===== config.mk =====
export PLATFORM = sky130hd
export DESIGN_NAME = tt_mask_idx_agen
export DESIGN_NICKNAME = d
export VERILOG_FILES = /design/src/rtl/tt_mask_idx_agen.sv
export SDC_FILE = /design/constraint.sdc
export NUM_CORES = 1
export LEC_CHECK = 0
export ABC_AREA = 1
export BUFFER_PORTS_ARGS = -buffer_cell sky130_fd_sc_hd__buf_4
export CAP_MARGIN = 40
export CORE_ASPECT_RATIO = 0.5
export CORE_UTILIZATION = 55
export CTS_CLUSTER_SIZE = 16
export DETAILED_ROUTE_END_ITERATION = 8
export GPL_TIMING_DRIVEN = 0
export PLACE_DENSITY = 0.77
export SYNTH_ARGS = -nofsm -noshare
export SYNTH_HDL_FRONTEND = slang
export SYNTH_SLANG_ARGS = --single-unit

===== constraint.sdc =====
create_clock -name i_clk -period 15.35 [get_ports i_clk]
set_clock_uncertainty 0.05 [all_clocks]
set_input_delay 0.7675 -clock i_clk [delete_from_list [all_inputs] [get_ports i_clk]]
set_output_delay 0.7675 -clock i_clk [all_outputs]
set_load 0.05 [all_outputs]

===== src/rtl/tt_mask_idx_agen.sv =====
// -----------------------------------------------------------------------------
// tt_mask_idx_agen
// Consumes the mask/index item stream of the vector memop mask FSM and turns
// it into per-element LSU requests. Items (65 bits plus a last flag) are held
// in a small FIFO. One credit is returned for every item popped. Masked-off
// elements retire silently. Addresses are base+index for indexed ops and a
// running base+i*stride for strided/unit ops. o_done pulses once every
// element up to vl has retired.
//
// Optional feature: define TT_AGEN_SKIP_ZERO_WORD_EN so that a strided masked
// op retires the rest of an all-zero mask window (clipped to vl) in one
// cycle. The request stream is the same either way; only cycle counts change.
//
// Ports
//   i_clk, i_reset            clock, synchronous active-high reset
//   i_start .. i_stride       op descriptor, sampled in IDLE on i_start
//   i_mask_idx_*              credit-based item input (no ready)
//   o_mask_idx_credit         registered pulse, one per popped item
//   o_req_valid/addr/elem     element request, held until i_req_ready
//   o_busy, o_done            op in flight / one-cycle completion pulse
// -----------------------------------------------------------------------------
module tt_mask_idx_agen #(
   parameter int VLEN         = 256,
   parameter int MASK_CREDITS = 2,
   parameter int ADDR_W       = 64
) (
   input  logic                       i_clk,
   input  logic                       i_reset,
   input  logic                       i_start,
   input  logic                       i_is_indexed,
   input  logic                       i_is_masked,
   input  logic [$clog2(VLEN+1)-1:0]  i_vl,
   input  logic [ADDR_W-1:0]          i_base_addr,
   input  logic [ADDR_W-1:0]          i_stride,
   input  logic                       i_mask_idx_valid,
   input  logic [64:0]                i_mask_idx_item,
   input  logic                       i_mask_idx_last_idx,
   output logic                       o_mask_idx_credit,
   output logic                       o_req_valid,
   input  logic                       i_req_ready,
   output logic [ADDR_W-1:0]          o_req_addr,
   output logic [$clog2(VLEN)-1:0]    o_req_elem,
   output logic                       o_busy,
   output logic                       o_done
);

   localparam int VL_W  = $clog2(VLEN+1);
   localparam int EL_W  = $clog2(VLEN);
   localparam int PTR_W = (MASK_CREDITS > 1) ? $clog2(MASK_CREDITS) : 1;
   localparam int CNT_W = $clog2(MASK_CREDITS+1);

   typedef enum logic [1:0] {ST_IDLE, ST_RUN, ST_DONE} state_t;

   // ---------------- item FIFO ----------------
   logic [65:0]      fifo_mem [MASK_CREDITS];
   logic [PTR_W-1:0] wr_ptr, rd_ptr;
   logic [CNT_W-1:0] fifo_cnt;
   logic             fifo_empty, fifo_full, push, pop;
   logic             credit_q;
   logic [65:0]      head;
   logic [63:0]      head_item;
   logic             head_mbit, head_last;

   function automatic logic [PTR_W-1:0] ptr_inc(input logic [PTR_W-1:0] p);
      return (p == PTR_W'(MASK_CREDITS-1)) ? '0 : p + PTR_W'(1);
   endfunction

   assign push       = i_mask_idx_valid;
   assign fifo_empty = (fifo_cnt == '0);
   assign fifo_full  = (fifo_cnt == CNT_W'(MASK_CREDITS));
   assign head       = fifo_mem[rd_ptr];
   assign head_item  = head[63:0];
   assign head_mbit  = head[64];
   assign head_last  = head[65];

   always_ff @(posedge i_clk) begin
      if (push && !i_reset) fifo_mem[wr_ptr] <= {i_mask_idx_last_idx, i_mask_idx_item};
   end

   always_ff @(posedge i_clk) begin
      if (i_reset) begin
         wr_ptr   <= '0;
         rd_ptr   <= '0;
         fifo_cnt <= '0;
         credit_q <= 1'b0;
      end else begin
         if (push) wr_ptr <= ptr_inc(wr_ptr);
         if (pop)  rd_ptr <= ptr_inc(rd_ptr);
         fifo_cnt <= fifo_cnt + CNT_W'(push) - CNT_W'(pop);
         credit_q <= pop;
      end
   end

   // ---------------- op state ----------------
   state_t            state;
   logic              busy_q, done_q;
   logic              is_indexed_q, is_masked_q;
   logic [VL_W-1:0]   vl_q, elem_q;
   logic [ADDR_W-1:0] base_q, stride_q, acc_q;

   logic              run, need_item, have_item, elem_active, retire, skip, fin;
   logic [5:0]        bit_off;
   logic [VL_W-1:0]   step, elem_nxt;
   logic [ADDR_W-1:0] acc_inc;

   assign run       = (state == ST_RUN);
   // Unmasked strided ops never touch the FIFO; everything else walks items.
   assign need_item = is_indexed_q | is_masked_q;
   assign have_item = !need_item | !fifo_empty;
   assign bit_off   = elem_q[5:0];
   assign elem_active = !is_masked_q | (is_indexed_q ? head_mbit : head_item[bit_off]);

`ifdef TT_AGEN_SKIP_ZERO_WORD_EN
   localparam int SW = VL_W + 7;
   logic [SW-1:0] to_end, remain, span;
   logic [63:0]   win;
   // Window = bits of the current word from bit_off up, clipped to vl.
   assign to_end = SW'(7'd64 - {1'b0, bit_off});
   assign remain = SW'(vl_q - elem_q);
   assign span   = (to_end < remain) ? to_end : remain;
   assign win    = (span >= SW'(64)) ? '1 : ((64'd1 << span) - 64'd1);
   assign skip   = run & is_masked_q & !is_indexed_q & !fifo_empty &
                   (((head_item >> bit_off) & win) == '0);
   assign step    = skip ? VL_W'(span) : VL_W'(1);
   assign acc_inc = skip ? stride_q * ADDR_W'(span) : stride_q;
`else
   assign skip    = 1'b0;
   assign step    = VL_W'(1);
   assign acc_inc = stride_q;
`endif

   assign retire   = (run & have_item & (!elem_active | i_req_ready)) | skip;
   assign elem_nxt = elem_q + step;
   assign fin      = (elem_nxt == vl_q);
   // Mask words pop when the walk crosses into the next word or finishes;
   // index items pop with their element.
   assign pop = retire & need_item & (is_indexed_q | (elem_nxt[5:0] == 6'd0) | fin);

   always_ff @(posedge i_clk) begin
      if (i_reset) begin
         state        <= ST_IDLE;
         busy_q       <= 1'b0;
         done_q       <= 1'b0;
         is_indexed_q <= 1'b0;
         is_masked_q  <= 1'b0;
         vl_q         <= '0;
         elem_q       <= '0;
         base_q       <= '0;
         stride_q     <= '0;
         acc_q        <= '0;
      end else begin
         case (state)
            ST_IDLE: begin
               if (i_start) begin
                  is_indexed_q <= i_is_indexed;
                  is_masked_q  <= i_is_masked;
                  vl_q         <= i_vl;
                  base_q       <= i_base_addr;
                  stride_q     <= i_stride;
                  elem_q       <= '0;
                  acc_q        <= i_base_addr;
                  busy_q       <= 1'b1;
                  if (i_vl == '0) begin
                     state  <= ST_DONE;
                     done_q <= 1'b1;
                  end else begin
                     state  <= ST_RUN;
                  end
               end
            end
            ST_RUN: begin
               if (retire) begin
                  elem_q <= elem_nxt;
                  acc_q  <= acc_q + acc_inc;
                  if (fin) begin
                     state  <= ST_DONE;
                     done_q <= 1'b1;
                  end
               end
            end
            ST_DONE: begin
               state  <= ST_IDLE;
               busy_q <= 1'b0;
               done_q <= 1'b0;
            end
            default: state <= ST_IDLE;
         endcase
      end
   end

   // Protocol checks: no overflow writes; last flag marks the op's final item.
   always_ff @(posedge i_clk) begin
      if (!i_reset) begin
         assert (!(push && fifo_full && !pop));
         if (pop) assert (head_last == fin);
      end
   end

   assign o_mask_idx_credit = credit_q;
   assign o_req_valid       = run & have_item & elem_active;
   assign o_req_addr        = is_indexed_q ? base_q + ADDR_W'(head_item) : acc_q;
   assign o_req_elem        = elem_q[EL_W-1:0];
   assign o_busy            = busy_q;
   assign o_done            = done_q;

endmodule


==> flow_summary.toml <==
[status]
status = "complete, no violations"

[worst_setup_path]
cp_max_fo = 10
reg2reg_from = "acc_inc[0]"
critPathKind = "register to output pin"
worst_setup_path_start_kind = "register"
rrSetupSlack_ns = 11.29
arrival_ns = 5.26
end_kind = "output pin"
r2r-end = "acc_q[62]"
reg2reg_depth = 16
cp_data_required_time_ns = 14.53

[cells_and_area]
multiInputGateArea_um2 = 13300
area_growth_pct = 17.4
drive_gt1_share_pct = 11.5
final_cells = 4417
nFillCells = 3723
ff_latch_area_um2 = 8350
nets = 4157

[placed_design]
gp_congestion = 1.08
place_hpwl_mm = 80.5
place_inst = 4357
io_buffers = 283
dp_worst_setup_slack_ns = 10.21

[synthesis]
syn_area_um2 = 23600
synth_warnings = 0
synth-main-ff-cell = "dfxtp_1"
async_flop_share_pct = 0
avgSynthCellArea_um2 = 6.77
synthesis.nets = 3830
synth_cell_type_count = 51
ys_seq_area_share_pct = 35.4
netlist_instances = 3486
synth_edf_count = 130
ys_ff_latch = 352

[clocking]
cts_buffer_depth = 3
numCtsBuffers = 31
insertion_delay_ns = 0.62
cts-resized-gates = 0
holdBufCountCts = 0
clock-sinks = 352
ctsHtreeMaxLevel = 1
root_buffer = "clkbuf_16"
post-cts-setup-buffer-count = 0
path_clk_slew_ns = 0.08
cts_tree = "yes"

[detailed_routing]
drt_pass1_iterations = 9
via_per_inst = 6.02
drc_errors = 0
vias = 26600
routedWlPerCell_um = 22.6
drt-total-wl_mm = 99.8
drtAntennaViolNets = 0
drt_iter0_markers = 3889

[worst_hold_path]
min_from = "i_mask_idx_item[51]"
min_to = "fifo_mem[1][51]"
hold_depth = 1
hold_class = "input pin to register"

[power_and_ir_drop]
pwr-share-seq_pct = 28.0
p_int_uw = 2480
p_comb_share_pct = 54.4
p_clk_share_pct = 17.6
sw_frac_of_total_pct = 50.7
leakage_uw = 0.0126
power_per_cell_area_nw_per_um2 = 182
switchingPower_uw = 2550
ir_drop_v = 0.000129

[run]
max_cap_viol_count = 0

[sta]
max_slew_margin_pct = 37.3
finalCritPeriodShare_pct = 39.6
setup_slack_ns = 9.27
timing.hold.ws_ns = 0.272
final_max_slew_viol_count = 0
fmax_ghz = 0.165
tightest_slew_ns = 0.940
tns_ns = 0
grt_setup_unrepaired = "no"
post-route-min-period_ns = 6.08
setup_viol = 0
final-hold-violation-count = 0

[global_route]
grt.total_usage_pct = 44.2
grt_max_degree = 30
grt_first_pass_wirelength_mm = 143
overflow = 0
grt_pass1_vias = 23700
antenna_found_initial = 4

[die]
initial_core_util_pct = 56.0
die_w_um = 295
core_um2 = 42100
dieArea_um2 = 43800
die_h_um = 148
pin_count = 286
placementRows = 53
==> critical path, stage by stage (launching register included) <==
cell,delay [ns]
dfxtp_1,0.32
buf_6,0.15
buf_8,0.15
buf_6,0.14
o21ai_0,0.50
ha_1,0.39
a21oi_1,0.24
inv_1,0.06
a21oi_1,0.16
inv_1,0.09
nand2_1,0.06
nand2_1,0.18
a21oi_1,0.30
o21ai_0,0.27
a21oi_1,0.45
o21bai_1,0.21
xor2_1,0.23
o21ai_0,0.43
buf_4,0.29
==> state kept, by name (all words and copies together) (netlist names), named ones only <==
| signal | cells |
|---|---|
| fifo_mem | 130 |
| acc_inc | 64 |
| acc_q | 64 |
| base_q | 64 |
| elem_q | 9 |
| vl_q | 9 |
| fifo_cnt | 2 |
| state | 2 |
| is_indexed_q | 1 |
| is_masked_q | 1 |
| o_busy | 1 |
| o_done | 1 |
| o_mask_idx_credit | 1 |
| rd_ptr | 1 |
| wr_ptr | 1 |
==> cell usage in the layout (no fill, tap or decap), types with 4 or more instances in the layout <==
cell type	n
xnor2_1	30
o21a_1	5
bufinv_16	4
buf_4	311
xor2_1	31
o21ai_0	372
a221oi_1	5
nand3b_1	13
a21oi_2	5
o21bai_1	14
buf_2	6
clkbuf_16	31
or2_2	32
nand4_1	27
buf_6	12
ha_1	132
inv_1	329
clkbuf_1	82
buf_1	7
o21ai_1	18
a21o_1	28
nor4_1	9
nor2_1	649
dfxtp_1	222
a31oi_1	44
a21oi_1	220
buf_8	4
nand2_1	793
edfxtp_1	130
clkbuf_8	10
o211ai_1	17
o2111ai_1	4
a21boi_0	6
nand3_1	163
nor3_1	26
==> how the worst max path moves through the flow <==
| stage | to | slack [ns] | cells past startpoint |
|---|---|---|---|
| global route | o_req_addr[38] | 9.28 | 20 |
| detailed placement | o_req_addr[37] | 10.21 | 18 |
| global placement | fifo_mem[1][13] | 7.14 | 2 |
| floorplan | fifo_mem[1][0] | 9.34 | 2 |
| finish | o_req_addr[37] | 9.27 | 18 |
| CTS | o_req_addr[37] | 9.55 | 18 |
==> area by class of cell <==
cell class                      instances  area share, %
Multi-Input combinational cell       2673           48.1
Sequential cell                       352           30.1
Timing Repair Buffer                  294           8.13
Inverter                              334           4.55
Clock buffer                           47           3.38
Tap cell                              577           2.61
Buffer                                127           2.44
Clock inverter                         10          0.601
Antenna cell                            3         0.0271
==> synthesized netlist by cell type (all sizes together) (31+ instances only) <==
master / n / area (µm²)
ha: 132 / 1650
clkbuf: 79 / 300
inv: 334 / 1260
buf: 48 / 375
a21oi: 225 / 1140
a31oi: 44 / 275
nand2: 798 / 3020
xor2: 31 / 272
or2: 32 / 200
nand3: 163 / 816
o21ai: 390 / 1950
nor2: 651 / 2450
edfxtp: 130 / 3900
dfxtp: 222 / 4440
==> layer usage <==
layer	share of wire (%)	wire length [µm]	global-route usage, %
met5	0.017	17	0
met1	41	40800	63.8
met4	3.7	3740	13.7
met2	40	40100	64.0
met3	15	15100	11.7
==> power groups by stage <==
stage               logic [µW]  registers [µW]  clock network, µW
floorplan                 1820            1270                  0
global placement          2590            1390                  0
detailed placement        2630            1390                  0
CTS                       2640            1380                871
global route              2920            1400                907
finish                    2740            1410                885
==> stage by stage <==
stage	util [%]	instance area [µm²]	total power, µW
2_1_floorplan	-	23600	3090
3_3_place_gp	62.8	26400	3980
3_5_place_dp	63.1	26600	4020
4_1_cts	65.7	27700	4890
5_1_grt	65.7	27700	5230
6_report	65.8	27700	5030
==> cells by family after synthesis <==
| group | share of synthesized area (%) |
|---|---|
| buf+inv | 8.21 |
| mux | 0.0848 |
| fa+ha+maj | 7.17 |
| compound gates | 17.4 |
| xor+xnor | 2.26 |
| simple gates | 29.5 |
| flops | 35.4 |
Note: power is estimated with default switching activity, not from simulation.
